## src/rtl/uart_pkg.sv

```systemverilog
// Shared types and constants for the byte-level UART engine and the control decoder.
package uart_pkg;

    localparam int unsigned UART_CLK_PER_BIT_DEF = 868;

    localparam logic UART_CMD_SEND = 1'b1;
    localparam logic UART_CMD_RECV = 1'b0;

    typedef enum logic [2:0] {
        ST_IDLE,
        ST_TX_START,
        ST_TX_DATA,
        ST_TX_STOP,
        ST_RX_WAIT,
        ST_DONE
    } uart_state_e;

    typedef enum logic [1:0] {
        RX_HUNT,
        RX_START,
        RX_DATA,
        RX_STOP
    } uart_rx_state_e;

endpackage

```

## src/rtl/uart_byte_ctrl_if.sv

```systemverilog
// Command/response bundle between the control decoder (master) and the UART engine (slave).
interface uart_byte_ctrl_if;
    logic       uart_go;
    logic       rors;
    logic [7:0] tx_data;
    logic [7:0] rx_data;
    logic       uart_done;
    logic       rx_overflow;

    modport master (output uart_go, rors, tx_data, input  rx_data, uart_done, rx_overflow);
    modport slave  (input  uart_go, rors, tx_data, output rx_data, uart_done, rx_overflow);
endinterface

```

## src/rtl/uart_rx.sv

```systemverilog
// 8N1 deserialiser: 2-flop synchroniser, mid-bit sampling, one-cycle valid strobe per good frame.
module uart_rx
    import uart_pkg::*;
#(
    parameter int unsigned CLK_PER_BIT = UART_CLK_PER_BIT_DEF
) (
    input  logic       clk,
    input  logic       rstn,
    input  logic       i_en,
    input  logic       i_rxd,
    output logic [7:0] o_byte,
    output logic       o_valid
);
    localparam int unsigned CNT_W = $clog2(CLK_PER_BIT);
    localparam int unsigned HALF  = CLK_PER_BIT / 2;

    logic [1:0]       r_sync;
    logic             r_prev;
    uart_rx_state_e   r_state;
    logic [CNT_W-1:0] r_cnt;
    logic [2:0]       r_idx;
    logic [7:0]       r_shift;
    logic [7:0]       r_byte;
    logic             r_valid;
    logic             w_rxd;
    logic             w_bit_end;

    assign w_rxd     = r_sync[1];
    assign w_bit_end = (r_cnt == CNT_W'(CLK_PER_BIT - 1));
    assign o_byte    = r_byte;
    assign o_valid   = r_valid;

    always_ff @(posedge clk) begin
        if (!rstn) begin
            r_sync  <= 2'b11;
            r_prev  <= 1'b1;
            r_state <= RX_HUNT;
            r_cnt   <= '0;
            r_idx   <= '0;
            r_shift <= '0;
            r_byte  <= '0;
            r_valid <= 1'b0;
        end else begin
            r_sync  <= {r_sync[0], i_rxd};
            r_prev  <= w_rxd;
            r_valid <= 1'b0;
            if (!i_en) begin
                r_state <= RX_HUNT;
                r_cnt   <= '0;
            end else begin
                case (r_state)
                    RX_HUNT: begin
                        if (r_prev && !w_rxd) begin
                            r_state <= RX_START;
                            r_cnt   <= '0;
                        end
                    end
                    // half a bit after the detected edge: still low means a real start bit
                    RX_START: begin
                        if (r_cnt == CNT_W'(HALF - 1)) begin
                            r_cnt <= '0;
                            r_idx <= '0;
                            r_state <= w_rxd ? RX_HUNT : RX_DATA;
                        end else begin
                            r_cnt <= r_cnt + CNT_W'(1);
                        end
                    end
                    RX_DATA: begin
                        if (w_bit_end) begin
                            r_cnt   <= '0;
                            r_shift <= {w_rxd, r_shift[7:1]};
                            r_idx   <= r_idx + 3'd1;
                            if (r_idx == 3'd7) r_state <= RX_STOP;
                        end else begin
                            r_cnt <= r_cnt + CNT_W'(1);
                        end
                    end
                    RX_STOP: begin
                        if (w_bit_end) begin
                            r_cnt   <= '0;
                            r_state <= RX_HUNT;
                            if (w_rxd) begin
                                r_byte  <= r_shift;
                                r_valid <= 1'b1;
                            end
                        end else begin
                            r_cnt <= r_cnt + CNT_W'(1);
                        end
                    end
                    default: r_state <= RX_HUNT;
                endcase
            end
        end
    end
endmodule

```

## src/rtl/uart_byte_ctrl.sv

```systemverilog
// Byte UART engine for SENDB/RECVB: one command at a time, single-cycle uart_done on completion.
// Optional receive FIFO selected with `define UART_RX_FIFO_EN.
module uart_byte_ctrl
    import uart_pkg::*;
#(
    parameter int unsigned CLK_PER_BIT = UART_CLK_PER_BIT_DEF
`ifdef UART_RX_FIFO_EN
    , parameter int unsigned RX_FIFO_DEPTH = 8
`endif
) (
    input  logic             clk,
    input  logic             rstn,
    uart_byte_ctrl_if.slave  bus,
    output logic             txd,
    input  logic             rxd
);
    localparam int unsigned CNT_W = $clog2(CLK_PER_BIT);

    uart_state_e      r_state;
    logic [CNT_W-1:0] r_cnt;
    logic [2:0]       r_idx;
    logic [7:0]       r_tx_byte;
    logic             r_txd;
    logic             r_done;
    logic [7:0]       r_rx_data;
    logic [7:0]       w_rx_byte;
    logic             w_rx_valid;
    logic             w_rx_en;
    logic             w_bit_end;

    assign w_bit_end     = (r_cnt == CNT_W'(CLK_PER_BIT - 1));
    assign txd           = r_txd;
    assign bus.uart_done = r_done;
    assign bus.rx_data   = r_rx_data;

`ifdef UART_RX_FIFO_EN
    localparam int unsigned PTR_W = $clog2(RX_FIFO_DEPTH);

    logic [7:0]     r_mem [RX_FIFO_DEPTH];
    logic [PTR_W-1:0] r_wr;
    logic [PTR_W-1:0] r_rd;
    logic [PTR_W:0]   r_count;
    logic             r_ovf;
    logic             w_empty;
    logic             w_full;
    logic             w_pop;
    logic             w_push;
    logic             w_drop;

    // a byte arriving while a receive waits goes straight to rx_data, bypassing the FIFO
    assign w_rx_en  = 1'b1;
    assign w_empty  = (r_count == '0);
    assign w_full   = (r_count == (PTR_W + 1)'(RX_FIFO_DEPTH));
    assign w_pop    = (r_state == ST_IDLE) && bus.uart_go && (bus.rors == UART_CMD_RECV) && !w_empty;
    assign w_push   = w_rx_valid && (r_state != ST_RX_WAIT) && !w_full;
    assign w_drop   = w_rx_valid && (r_state != ST_RX_WAIT) && w_full;
    assign bus.rx_overflow = r_ovf;

    always_ff @(posedge clk) begin
        if (w_push) r_mem[r_wr] <= w_rx_byte;
    end

    always_ff @(posedge clk) begin
        if (!rstn) begin
            r_wr    <= '0;
            r_rd    <= '0;
            r_count <= '0;
            r_ovf   <= 1'b0;
        end else begin
            if (w_push) r_wr <= r_wr + PTR_W'(1);
            if (w_pop)  r_rd <= r_rd + PTR_W'(1);
            if (w_push && !w_pop)      r_count <= r_count + (PTR_W + 1)'(1);
            else if (!w_push && w_pop) r_count <= r_count - (PTR_W + 1)'(1);
            if (w_drop) r_ovf <= 1'b1;
        end
    end
`else
    assign w_rx_en         = (r_state == ST_RX_WAIT);
    assign bus.rx_overflow = 1'b0;
`endif

    uart_rx #(.CLK_PER_BIT(CLK_PER_BIT)) u_rx (
        .clk     (clk),
        .rstn    (rstn),
        .i_en    (w_rx_en),
        .i_rxd   (rxd),
        .o_byte  (w_rx_byte),
        .o_valid (w_rx_valid)
    );

    always_ff @(posedge clk) begin
        if (!rstn) begin
            r_state   <= ST_IDLE;
            r_cnt     <= '0;
            r_idx     <= '0;
            r_tx_byte <= '0;
            r_txd     <= 1'b1;
            r_done    <= 1'b0;
            r_rx_data <= '0;
        end else begin
            r_done <= 1'b0;
            case (r_state)
                ST_IDLE: begin
                    if (bus.uart_go) begin
                        if (bus.rors == UART_CMD_SEND) begin
                            r_tx_byte <= bus.tx_data;
                            r_txd     <= 1'b0;
                            r_cnt     <= '0;
                            r_state   <= ST_TX_START;
                        end
`ifdef UART_RX_FIFO_EN
                        else if (!w_empty) begin
                            r_rx_data <= r_mem[r_rd];
                            r_done    <= 1'b1;
                            r_state   <= ST_DONE;
                        end
`endif
                        else begin
                            r_state <= ST_RX_WAIT;
                        end
                    end
                end
                ST_TX_START: begin
                    if (w_bit_end) begin
                        r_cnt   <= '0;
                        r_idx   <= '0;
                        r_txd   <= r_tx_byte[0];
                        r_state <= ST_TX_DATA;
                    end else begin
                        r_cnt <= r_cnt + CNT_W'(1);
                    end
                end
                ST_TX_DATA: begin
                    if (w_bit_end) begin
                        r_cnt <= '0;
                        if (r_idx == 3'd7) begin
                            r_txd   <= 1'b1;
                            r_state <= ST_TX_STOP;
                        end else begin
                            r_idx <= r_idx + 3'd1;
                            r_txd <= r_tx_byte[r_idx + 3'd1];
                        end
                    end else begin
                        r_cnt <= r_cnt + CNT_W'(1);
                    end
                end
                ST_TX_STOP: begin
                    if (w_bit_end) begin
                        r_cnt   <= '0;
                        r_done  <= 1'b1;
                        r_state <= ST_DONE;
                    end else begin
                        r_cnt <= r_cnt + CNT_W'(1);
                    end
                end
                ST_RX_WAIT: begin
                    if (w_rx_valid) begin
                        r_rx_data <= w_rx_byte;
                        r_done    <= 1'b1;
                        r_state   <= ST_DONE;
                    end
                end
                ST_DONE:  r_state <= ST_IDLE;
                default:  r_state <= ST_IDLE;
            endcase
        end
    end
endmodule

```

## src/flat_wrapper.sv

```systemverilog
// flat-port wrapper written by rule: the top's interface ports become plain ports
module uart_byte_ctrl_flat import uart_pkg::*;
#(
    parameter int unsigned CLK_PER_BIT = UART_CLK_PER_BIT_DEF

)
  (clk, rstn, txd, rxd, bus_uart_go, bus_rors, bus_tx_data, bus_rx_data, bus_uart_done, bus_rx_overflow);
  uart_byte_ctrl_if bus_i ();
  input  logic clk;
  input  logic rstn;
  output logic txd;
  input  logic rxd;
  input wire logic [$bits(bus_i.uart_go)-1:0] bus_uart_go;
  input wire logic [$bits(bus_i.rors)-1:0] bus_rors;
  input wire logic [$bits(bus_i.tx_data)-1:0] bus_tx_data;
  output wire logic [$bits(bus_i.rx_data)-1:0] bus_rx_data;
  output wire logic [$bits(bus_i.uart_done)-1:0] bus_uart_done;
  output wire logic [$bits(bus_i.rx_overflow)-1:0] bus_rx_overflow;
  assign bus_i.uart_go = bus_uart_go;
  assign bus_i.rors = bus_rors;
  assign bus_i.tx_data = bus_tx_data;
  assign bus_rx_data = bus_i.rx_data;
  assign bus_uart_done = bus_i.uart_done;
  assign bus_rx_overflow = bus_i.rx_overflow;
  uart_byte_ctrl #(.CLK_PER_BIT(CLK_PER_BIT)) u_core (.clk(clk), .rstn(rstn), .bus(bus_i), .txd(txd), .rxd(rxd));
endmodule
```

## config.mk

```make
export PLATFORM = sky130hd
export DESIGN_NAME = uart_byte_ctrl_flat
export DESIGN_NICKNAME = d
export VERILOG_FILES = /design/src/rtl/uart_pkg.sv /design/src/rtl/uart_byte_ctrl_if.sv /design/src/rtl/uart_rx.sv /design/src/rtl/uart_byte_ctrl.sv /design/src/flat_wrapper.sv
export SDC_FILE = /design/constraint.sdc
export NUM_CORES = 1
export LEC_CHECK = 0
export ABC_AREA = 1
export CAP_MARGIN = 20
export CELL_PAD_IN_SITES_DETAIL_PLACEMENT = 1
export CELL_PAD_IN_SITES_GLOBAL_PLACEMENT = 1
export CORE_ASPECT_RATIO = 1.25
export CORE_UTILIZATION = 46
export CTS_CLUSTER_SIZE = 8
export DETAILED_ROUTE_END_ITERATION = 10
export GPL_TIMING_DRIVEN = 0
export PLACE_DENSITY = 0.92
export SYNTH_ARGS = -nofsm -noshare
export SYNTH_HDL_FRONTEND = slang
export SYNTH_SLANG_ARGS = --single-unit
```

## constraint.sdc

```tcl
create_clock -name clk -period 4.5 [get_ports clk]
set_input_delay 0.45 -clock clk [delete_from_list [all_inputs] [get_ports clk]]
set_output_delay 0.45 -clock clk [all_outputs]
set_load 0.05 [all_outputs]
```

==> flow_summary.yaml, run 1 <==
run_status:
  status: "complete, no violations"
cts:
  cts_hold_buf: 0
  clk_latency_ns: 0.35
  clk_pin_slew_ns: 0.07
  cts_tree: "done"
  clock_sinks: 69
  cts_buffers: 9
  post_cts_resized: 0
  post_cts_buffers: 0
  cts_htree_levels: 3
  clk_path_buf_depth: 2
  root_buffer: "clkbuf_8"
worst_setup_path:
  crit_fanout: 2
  crit_type: "reg2out"
  cpLargestDelayFamily: "buffers and inverters"
  crit_required_ns: 4.05
  worstPathArrival_ns: 1.50
  path_buf_inv: 1
  start_kind: "flip-flop"
  crit_slowest_cell: "clkdlybuf4s50_1"
  end_kind: "output port"
  crit_chain: "clkdlybuf4s50_1"
  cpPeakStageDelay_ns: 0.81
  rrSetupSlack_ns: 2.70
global_routing:
  antenna_found_initial: 0
  first_global_vias: 3358
  grt_pass1_wl_um: 15100
  grt-ovfl-total: 0
  grt_max_degree: 12
  grtUsageTotal_pct: 24.9
logic_synthesis:
  synthFlopType: "dfxtp_1"
  synth_edf_count: 0
  synth_area_per_cell_um2: 7.04
  ys_ff_latch: 69
  synth-seq-area-share_pct: 40.7
  async_reset_ff_share_pct: 0
  yosys_warnings: 0
  postSynthCellCount: 482
  yosysUniqueCellTypes: 41
  synth_nets: 502
  synthesis.area_um2: 3390
finish:
  final_common_cell: "nand2_1"
  design_area_um2: 3930
  diodes: 0
  finalNonFillerCells: 609
  layout-drive-gt1-share_pct: 10.6
  final_cell_mix: "nand2_1 (117), nor2_1 (82), dfxtp_1 (69), inv_1 (44), nand3_1 (41)"
  syn_to_final_growth_pct: 15.7
  nets: 535
pwr:
  p_leak_nw: 1.66
  cellPowerDensity_nw_per_um2: 411
  ir_worst_vdd_v: 0.000201
placed_design:
  place_area_um2: 3720
  gp_congestion: 0.832
  numPortBuffers: 22
  dp.cells: 594
  dpl.hpwl_um: 6490
timing:
  hold_viol: 0
  setup_viol: 0
  finClkSkew_ns: 0.0120
  slew_viol_final: 0
  max_slew_margin_pct: 61.2
  post-route-period-util_pct: 43.3
  post-route-min-period_ns: 1.95
  fin_tns_setup_ns: 0
  grt_setup_unrepaired: "no"
  fmax_ghz: 0.513
  whs_ns: 0.422
  worst_pin_slew_ns: 0.582
detailed_routing:
  drc: 0
  ant_nets: 0
  wl_um: 8820
  drt_iter0_markers: 148
  vias_per_cell: 5.21
  vias: 3173
  drtPass1Iterations: 5
  wire_per_inst_um: 14.5
floorplanning:
  die_h_um: 98.0
  row_count: 34
  dieArea_um2: 7720
  initial_core_util_pct: 48.0
  dieWidth_um: 78.8
  core_area_um2: 7060
  pin_count: 24
run:
  cap_violations: 0
min_path:
  hold_path_class: "reg2reg"
-- routing by layer --
layer / global-route usage (%) / routed length [µm] / vias up
met5: 0 / 0 / -
li1: - / - / 1606
met1: 27.4 / 3660 / 1499
met3: 5.14 / 264 / 20
met2: 46.2 / 4710 / 48
met4: 9.12 / 186 / 0
-- through the flow --
stage | total power, mW | setup WS [ns] | utilization, %
floorplan | 1.00 | 3.03 | -
global placement | 1.08 | 2.47 | 52.7
detailed placement | 1.11 | 2.41 | 52.7
CTS | 1.63 | 2.53 | 55.6
global route | 1.70 | 2.51 | 55.6
finish | 1.61 | 2.55 | 55.6
-- report_power, final --
| group | leakage [nW] | total (mW) | switching (mW) | internal [mW] |
|---|---|---|---|---|
| Clock | 0.0947 | 0.514 | 0.231 | 0.283 |
| Sequential | 0.558 | 0.692 | 0.0446 | 0.647 |
| Combinational | 1.01 | 0.408 | 0.283 | 0.125 |
-- path summary, 6_finish.rpt --
path	depth (start not counted)	to	start
setup / recovery	1	txd	u_core.txd
hold / removal	1	u_core.u_rx.r_sync[1]	u_core.u_rx.r_sync[0]
setup reg to reg	9	u_core.u_rx.o_byte[5]	u_core.u_rx.r_cnt[0]
hold reg to reg	1	u_core.u_rx.r_sync[1]	u_core.u_rx.r_sync[0]
-- registers in the layout, indices dropped and copies added, names as in the netlist, named ones only --
signal	flops
u_core.bus.rx_data	8
u_core.bus.uart_done	1
u_core.r_cnt	10
u_core.r_idx	3
u_core.r_state	3
u_core.r_tx_byte	8
u_core.txd	1
u_core.u_rx.o_byte	8
u_core.u_rx.o_valid	1
u_core.u_rx.r_cnt	10
u_core.u_rx.r_idx	3
u_core.u_rx.r_prev	1
u_core.u_rx.r_shift	8
u_core.u_rx.r_state	1
u_core.u_rx.r_sync	2
-- Yosys cell counts, types with 2 or more instances --
master      n  area (µm²)
a21oi_1    31         155
buf_4       2        15.0
buf_6       2        22.5
clkbuf_1    4        15.0
dfxtp_1    69        1380
ha_1        7        87.6
inv_1      44         165
inv_2       4        15.0
nand2_1   117         439
nand2_2     5        31.3
nand2_4     4        45.0
nand3_1    41         205
nand3b_1    3        22.5
nand4_1     6        37.5
nor2_1     82         308
nor2_2      2        12.5
nor2_4      5        56.3
nor3_1      4        20.0
o21ai_0    24         120
o21bai_1    2        15.0
or2_2       4        25.0
-- area by class of cell --
class                      instances  area, µm²
sequential                        69       1380
inverter                          52        204
clock inverter                     3       45.0
fill                             944       3140
multi-input combinational        351       1740
timing repair buffer              22        220
tap                               90        113
clock buffer                      12        155
buffer                            10       71.3
-- cell families after synthesis --
kind of cell    after synthesis  share of synthesized area (%)
xor+xnor                      1                          0.258
simple gates                280                           38.1
fa+ha+maj                     7                           2.58
buf+inv                      62                           8.11
other cells                   1                          0.111
compound gates               62                           10.1
flops                        69                           40.7
(Power assumes the default switching activity.)
==> run 2: changes to the inputs <==
Settings changed: CORE_UTILIZATION 46 to 42, PLACE_DENSITY 0.92 to 0.85.
Clock period 4.5 ns to 2.05 ns, I/O delays scaled along.
==> run 2 against run 1 <==
  * Register-to-register slack got worse by 2.4 ns
  * Total power rose by 120%
  * Routed wire length shrank 9.4%
  * Hold slack worse by 0.0058 ns
  * Final cell count grew 0.99%
  * Cell area rose by 0.67%
  * Sequential cell count unchanged
  * Non-clock buffer count is the same
  * Global-route usage down 3.9 points
  * Largest power group unchanged
==> flow_summary.yaml, run 2 (synthesis results as in run 1) <==
worst_setup_path:
  crit_fanout: 2
  crit_cells: 1
  cpPeakStageDelay_ns: 0.81
  crit_required_ns: 1.85
  crit_type: "reg2out"
  end_kind: "output port"
  cpLargestDelayFamily: "buffers and inverters"
  ff2ff_path_depth: 9
  worstPathArrival_ns: 1.51
  start_kind: "flip-flop"
  path_buf_inv: 1
  crit_slowest_cell: "clkdlybuf4s50_1"
  crit_chain: "clkdlybuf4s50_1"
detailed_routing:
  drt_iter0_markers: 54
  ant_nets: 0
  drc: 0
  wl_met3_um: 148
  vias_per_cell: 5.05
  met2_length_um: 4180
  drtPass1Iterations: 4
  vias: 3105
  wl_um: 7990
  met1_length_um: 3540
  top_layer_used: "met4"
  wire_per_inst_um: 13.0
timing:
  hold_viol: 0
  fin_tns_setup_ns: 0
  post-route-period-util_pct: 83.7
  grt_setup_unrepaired: "no"
  setup_viol: 0
  worst_pin_slew_ns: 0.546
  slew_viol_final: 0
  post-route-min-period_ns: 1.72
  max_slew_margin_pct: 63.6
  fmax_ghz: 0.583
  finClkSkew_ns: 0.0132
pwr:
  p_total_mw: 3.57
  cellPowerDensity_nw_per_um2: 904
  comb_power_share_pct: 23.8
  sw_frac_of_total_pct: 33.9
  netSwitchingPower_mw: 1.21
  power.internal_mw: 2.36
  pwr-share-seq_pct: 42.4
  p_leak_nw: 1.67
  ir_worst_vdd_v: 0.000402
  power_frac_clock_pct: 33.8
run_status:
  status: "complete, no violations"
cts:
  root_buffer: "clkbuf_8"
  post_cts_resized: 0
  cts_hold_buf: 0
  clk_latency_ns: 0.36
  clk_path_buf_depth: 2
  cts_htree_levels: 3
  post_cts_buffers: 0
  cts_tree: "done"
  clock_sinks: 69
  clk_pin_slew_ns: 0.08
  cts_buffers: 9
floorplanning:
  dieArea_um2: 8440
  die_h_um: 102
  row_count: 36
  pin_count: 24
  initial_core_util_pct: 43.5
  core_area_um2: 7790
  dieWidth_um: 82.4
finish:
  diodes: 0
  syn_to_final_growth_pct: 16.5
  layout-drive-gt1-share_pct: 11.0
  nets: 535
  design_area_um2: 3950
  largestRegisters: "u_core.r_cnt: 10 flops, u_core.u_rx.r_cnt: 10 flops"
  final_cell_mix: "nand2_1 (117), nor2_1 (82), dfxtp_1 (69), inv_1 (44), nand3_1 (41)"
  final_common_cell: "nand2_1"
placed_design:
  gp_congestion: 0.839
  dpl.hpwl_um: 6160
  numPortBuffers: 22
  place_area_um2: 3730
global_routing:
  grt-ovfl-total: 0
  grtUsageTotal_pct: 21.1
  antenna_found_initial: 0
  grt_max_degree: 13
  grt_pass1_wl_um: 13500
  first_global_vias: 3089
min_path:
  hold_path_class: "reg2reg"
  min_path_cells: 1
run:
  cap_violations: 0
-- run 2: worst paths after layout --
kind	startpoint	end	slack, ns
worst max-delay path	u_core.bus.rx_data[0]	bus_rx_data[0]	0.33
worst min-delay path	u_core.u_rx.r_sync[0]	u_core.u_rx.r_sync[1]	0.42
worst max register to register	u_core.u_rx.r_cnt[0]	u_core.u_rx.o_byte[4]	0.34
worst min register to register	u_core.u_rx.r_sync[0]	u_core.u_rx.r_sync[1]	0.42
-- run 2: routing by layer --
layer	track usage [%]	vias up
met5	0	-
met4	7.83	0
met3	4.29	10
met2	38.5	21
met1	23.5	1468
li1	-	1606
-- run 2: metrics by stage --
step           worst slack [ns]  cells  util, %  hold slack, ns
2_1_floorplan             0.577    482        -           0.312
3_3_place_gp              0.248    599     47.9           0.397
3_5_place_dp              0.201    599     47.9           0.401
4_1_cts                   0.307    615     50.7           0.415
5_1_grt                   0.196    615     50.7           0.428
6_report                  0.334    615     50.7           0.416
-- run 2: final cells by class --
| cell class | count | area [µm²] |
|---|---|---|
| Timing Repair Buffer | 22 | 220 |
| Clock inverter | 4 | 55.1 |
| Clock buffer | 12 | 165 |
| Inverter | 52 | 204 |
| Tap cell | 95 | 119 |
| Fill cell | 999 | 3840 |
| Sequential cell | 69 | 1380 |
| Multi-Input combinational cell | 351 | 1740 |
| Buffer | 10 | 71.3 |
-- run 2: power by group through the flow --
stage	Sequential, mW	Clock (mW)	Combinational [mW]
3_5_place_dp	1.55	0	0.858
3_3_place_gp	1.54	0	0.837
5_1_grt	1.53	1.30	0.955
2_1_floorplan	1.55	0	0.648
6_report	1.51	1.21	0.849
4_1_cts	1.52	1.24	0.865
==> run 3: changes to the inputs <==
Clock period 2.05 ns to 1.66 ns, I/O delays scaled along.
==> run 3 against run 2 <==
  * Final cell count increased by 0.16%
  * Sequential cell count unchanged
  * Critical path depth rose by 8
  * Register-to-register slack worse by 0.24 ns
  * Total power is 24% higher
  * Routed wire length is 1.4% higher
  * Hold slack got worse by 0.029 ns
  * Clock-buffer cell count did not move
  * First-iteration DRC count grew 7.4%
  * Worst setup slack got worse by 0.24 ns
  * Die area stayed put
  * Via count is 0.61% higher
  * Critical endpoint is now u_core.u_rx.o_byte[4]
  * Highest routed layer unchanged
==> flow_summary.yaml, run 3 (synthesis results as in run 1) <==
floorplanning:
  row_count: 36
  initial_core_util_pct: 43.5
  dieWidth_um: 82.4
  die_h_um: 102
  core_area_um2: 7790
  pin_count: 24
  dieArea_um2: 8440
placed_design:
  dp.cells: 599
  gp_congestion: 0.839
  pre_cts_ws_ns: -0.150
  numPortBuffers: 22
  dpl.hpwl_um: 6160
timing:
  fmax_ghz: 0.640
  whs_ns: 0.388
  fin_ws_ns: 0.0969
  hold_viol: 0
  max_slew_margin_pct: 61.5
  fin_tns_setup_ns: 0
  slew_viol_final: 0
  finClkSkew_ns: 0.0113
  worst_pin_slew_ns: 0.578
  post-route-min-period_ns: 1.56
  post-route-period-util_pct: 94.2
  setup_viol: 0
  grt_setup_unrepaired: "no"
worst_setup_path:
  crit_chain: "ha_4 -> nand3_2 -> nor2_4 -> nand2_2 -> clkinv_2 -> nand3_4 -> buf_6 -> nor2_1 -> nor2_1"
  cpLargestDelayFamily: "simple AND/OR/NAND/NOR gates"
  crit_fanout: 10
  crit_required_ns: 1.91
  worstPathArrival_ns: 1.82
  end_kind: "flip-flop"
  cpPeakStageDelay_ns: 0.39
  start_kind: "flip-flop"
  crit_type: "reg2reg"
  crit_top_cell: "nor2_1"
  crit_slowest_cell: "dfxtp_4"
  path_buf_inv: 2
pwr:
  sw_frac_of_total_pct: 34.2
  p_leak_nw: 1.73
  power.internal_mw: 2.91
  p_total_mw: 4.43
  ir_worst_vdd_v: 0.000481
  pwr-share-seq_pct: 42.3
  comb_power_share_pct: 24.0
  power_frac_clock_pct: 33.7
  netSwitchingPower_mw: 1.51
  cellPowerDensity_nw_per_um2: 1110
finish:
  finalNonFillerCells: 616
  final_common_cell: "nand2_1"
  largestRegisters: "u_core.r_cnt: 10 flops, u_core.u_rx.r_cnt: 10 flops"
  layout-drive-gt1-share_pct: 13.1
  nets: 536
  syn_to_final_growth_pct: 18.0
  final_cell_mix: "nand2_1 (116), nor2_1 (82), dfxtp_1 (65), inv_1 (44), nand3_1 (40)"
  diodes: 0
global_routing:
  grtUsageTotal_pct: 21.3
  first_global_vias: 3119
  antenna_found_initial: 0
  grt-ovfl-total: 0
  grt_pass1_wl_um: 13700
  grt_max_degree: 13
run_status:
  status: "complete, no violations"
min_path:
  hold_path_class: "in2reg"
detailed_routing:
  wire_per_inst_um: 13.2
  drtPass1Iterations: 4
  wl_um: 8100
  vias: 3124
  ant_nets: 0
  drt_iter0_markers: 58
  drc: 0
  vias_per_cell: 5.07
run:
  cap_violations: 0
cts:
  cts_htree_levels: 3
  clk_latency_ns: 0.36
  clock_sinks: 69
  clk_path_buf_depth: 2
  clk_pin_slew_ns: 0.08
  root_buffer: "clkbuf_8"
  cts_tree: "done"
  cts_buffers: 9
run 3: cell count changes in the layout (fill, tap and decap cells not counted), sizes merged:
cell,before,now
buf,5,6
dlygate4sd2,0,9
clkdlybuf4s50,22,12
dlymetal6s2s,0,1
run 3: cell type report:
cell class / instances / area, µm²
Buffer: 10 / 71.3
Clock buffer: 12 / 165
Clock inverter: 4 / 55.1
Fill cell: 993 / 3790
Inverter: 52 / 204
Multi-Input combinational cell: 351 / 1780
Sequential cell: 69 / 1390
Tap cell: 95 / 119
Timing Repair Buffer: 23 / 219
run 3: worst paths after layout:
check | startpoint | to | slack (ns) | cells past startpoint
max | u_core.u_rx.r_cnt[0] | u_core.u_rx.o_byte[4] | 0.1 | 9
min | bus_tx_data[6] | u_core.r_tx_byte[6] | 0.39 | 3
max reg2reg | u_core.u_rx.r_cnt[0] | u_core.u_rx.o_byte[4] | 0.1 | 9
min reg2reg | u_core.u_rx.r_sync[0] | u_core.u_rx.r_sync[1] | 0.42 | 1
run 3: power by group through the flow:
stage / logic (mW) / clock network (mW) / registers (mW)
finish: 1.06 / 1.49 / 1.87
global placement: 1.03 / 0 / 1.91
global route: 1.20 / 1.60 / 1.89
floorplan: 0.800 / 0 / 1.91
detailed placement: 1.06 / 0 / 1.91
CTS: 1.06 / 1.54 / 1.87
run 3: layer usage:
metal  share of wire, %  wire length (µm)  track usage (%)  up-vias
li1                   -                 -                -     1605
met5                  0                 0                0        -
met4                1.5               122             7.83        0
met1                 44              3550             23.6     1486
met3                2.2               175             4.29       10
met2                 53              4260             39.2       23
run 3: worst register-to-register path: stages, from the launching register on:
cell      delay (ns)
dfxtp_4         0.39
ha_4            0.15
nand3_2         0.10
nor2_4          0.14
nand2_2         0.11
clkinv_2        0.11
nand3_4         0.12
buf_6           0.18
nor2_1          0.12
nor2_1          0.06
run 3: stage by stage:
stage	instance area (µm²)	util, %
finish	4000	51.4
CTS	3950	50.7
global route	4000	51.4
detailed placement	3730	47.9
global placement	3730	47.9
floorplan	3390	-
run 3: repair_timing:
action / CTS / global route
hold buffers: 0 / 0
endpoints found under the setup margin: 18 / 24
buffers inserted: 0 / 1
pin swaps: 1 / 2
resized for setup: 13 / 11
==> RTL edit, RTL diff (config.mk and constraints of run 3) <==
Register the output `txd` once more; this adds one clock of latency there. The other outputs are not delayed to match.
--- a/src/rtl/uart_byte_ctrl.sv
+++ b/src/rtl/uart_byte_ctrl.sv
@@ -31,3 +31,5 @@
     assign w_bit_end     = (r_cnt == CNT_W'(CLK_PER_BIT - 1));
-    assign txd           = r_txd;
+    always_ff @(posedge clk) begin
+        txd <= r_txd;
+    end
     assign bus.uart_done = r_done;
Behaviour: not the same (Yosys sat finds a counterexample within 4 cycles, from zero or initial values and one cycle with rstn low).
==> RTL edit against run 3 <==
Worst setup slack worse by 0.020 ns; core utilization increased by 1.2 points; area after synthesis up 2.9%; power rose by 5.7%; routed wire length increased by 15%; final area is 4.1% higher; synthesized cell count down 1.5%; sequential cell count up 1; die area increased by 2.8%; hold slack worse by 0.027 ns; non-clock buffer count increased by 3; fmax down 1.2%; critical path type unchanged; critical endpoint is now u_core.r_state[1].
==> RTL edit: results (changes against run 3) <==
set qor(critPathMaxFanout) 5 ;# -5
set qor(clock_skew_ns) 0.00983 ;# -0.00150 ns
set qor(routed_via_density) 5.36 ;# +5.7%
set qor(yosysSeqAreaShare_pct) 40.2 ;# -0.57 points
set qor(hold-path-cell-count) 2 ;# -1
set qor(synthesis.nets) 495 ;# -1.4%
set qor(drt_iter0_drc) 91 ;# +57%
set qor(timing.hold.ws_ns) 0.361 ;# -0.0269 ns
set qor(hold_end) {u_core.u_rx.r_sync[0]}
set qor(r2r_setup_slack_ns) 0.08 ;# -0.02 ns
set qor(cp_slowest_stage_delay_ns) 0.37 ;# -0.02 ns
set qor(power_density_relative_to_cell_area_nw_per_um2) 1120 ;# +1.6%
set qor(r2r.worst_path.cells) 8 ;# -1
set qor(first_global_vias) 3506 ;# +12%
set qor(grt_pass1_wl_mm) 16.0 ;# +17%
set qor(critical_path.slowest_cell) {sky130_fd_sc_hd__dfxtp_1}
set qor(finish.net_count) 530 ;# -1.1%
set qor(yosysUniqueCellTypes) 38 ;# -7.3%
set qor(synth_top_cells_by_area) {sky130_fd_sc_hd__dfxtp_1, sky130_fd_sc_hd__nand2_1, sky130_fd_sc_hd__a21oi_1}
set qor(hold_path.startpoint) {rxd}
set qor(dp.final_hpwl_mm) 6.68 ;# +8.5%
set qor(synth.cells.most_frequent) {sky130_fd_sc_hd__nand2_1, sky130_fd_sc_hd__dfxtp_1, sky130_fd_sc_hd__a21oi_1, sky130_fd_sc_hd__nor2_1, sky130_fd_sc_hd__inv_1}
set qor(place_worst_setup_slack_ns) -0.440 ;# -0.290 ns
set qor(worst_flop_to_flop_path_endpoint) {u_core.r_state[1]}
set qor(max_slew.worst_pin.slew_ns) 0.504 ;# -0.0746 ns
set qor(run_status) {complete, no violations}
set qor(routed_wl_mm) 9.35 ;# +15%
set qor(p_int_mw) 3.15 ;# +8.1%
set qor(final.fill_count) 1019 ;# +2.6%
set qor(gp_congestion) 0.835 ;# -0.52%
set qor(post_route_cells_drive_above_1_share_pct) 16.5 ;# +3.5 points
set qor(gr-usage-all-layers_pct) 23.1 ;# +1.8 points
set qor(power.leakage_nw) 1.75 ;# +0.83%
set qor(crit_arrival_ns) 1.84 ;# +0.02 ns
## RTL edit: how the worst max path moves through the flow
stage                     cells after the start                  from  slack (ns)                      to
after detailed placement                      5                  rstn       -0.44       u_core.r_state[0]
after global routing                          8       u_core.r_cnt[0]       -0.06       u_core.r_state[1]
final                                         8       u_core.r_cnt[0]        0.08       u_core.r_state[1]
after global placement                        5                  rstn       -0.40    u_core.bus.uart_done
after floorplan                               7  u_core.u_rx.r_cnt[0]        0.19  u_core.u_rx.r_shift[6]
after CTS                                     1            u_core.txd        0.02                     txd
## RTL edit: layout make-up
cell class | instances | area share [%]
Buffer | 12 | 1.65
Sequential cell | 70 | 33.8
Multi-Input combinational cell | 338 | 45.2
Inverter | 55 | 5.14
Clock inverter | 5 | 2.55
Tap cell | 95 | 2.85
Timing Repair Buffer | 24 | 5.44
Clock buffer | 11 | 3.39
## RTL edit: logic make-up after synthesis
kind of cell | Yosys count | synth area share [%]
AOI/OAI and AO/OA | 92 | 14.0
xor gates and xnor gates | 4 | 1.00
adders and majority gates | 7 | 2.51
buffers and inverters | 67 | 8.00
DFF | 70 | 40.2
other | 1 | 0.107
and+or+nand+nor | 234 | 34.2
## RTL edit: through the flow
| step | std cells | cell area [sq um] |
|---|---|---|
| 6_report | 610 | 4170 |
| 5_1_grt | 610 | 4170 |
| 4_1_cts | 608 | 4090 |
| 3_5_place_dp | 592 | 3830 |
| 3_3_place_gp | 592 | 3830 |
| 2_1_floorplan | 475 | 3490 |
## RTL edit: power groups by stage
stage,registers (mW),clock network (mW),logic (mW)
CTS,1.84,1.76,1.08
detailed placement,1.88,0,1.06
floorplan,1.90,0,0.755
global placement,1.87,0,1.02
global route,1.85,1.81,1.22
finish,1.84,1.73,1.11
## RTL edit: what timing repair did
action / in CTS / in global routing
setup buffers: 0 / 2
endpoints found under the setup margin: 41 / 37
resized for setup: 16 / 17
pin swaps: 0 / 7
## RTL edit: per-layer routing
layer	global-route usage (%)	share of wire [%]	vias to the layer above
met1	25.7	44	1590
li1	-	-	1617
met3	3.25	1.9	23
met4	12.3	2.7	0
met2	42.1	52	39
met5	0	0	-
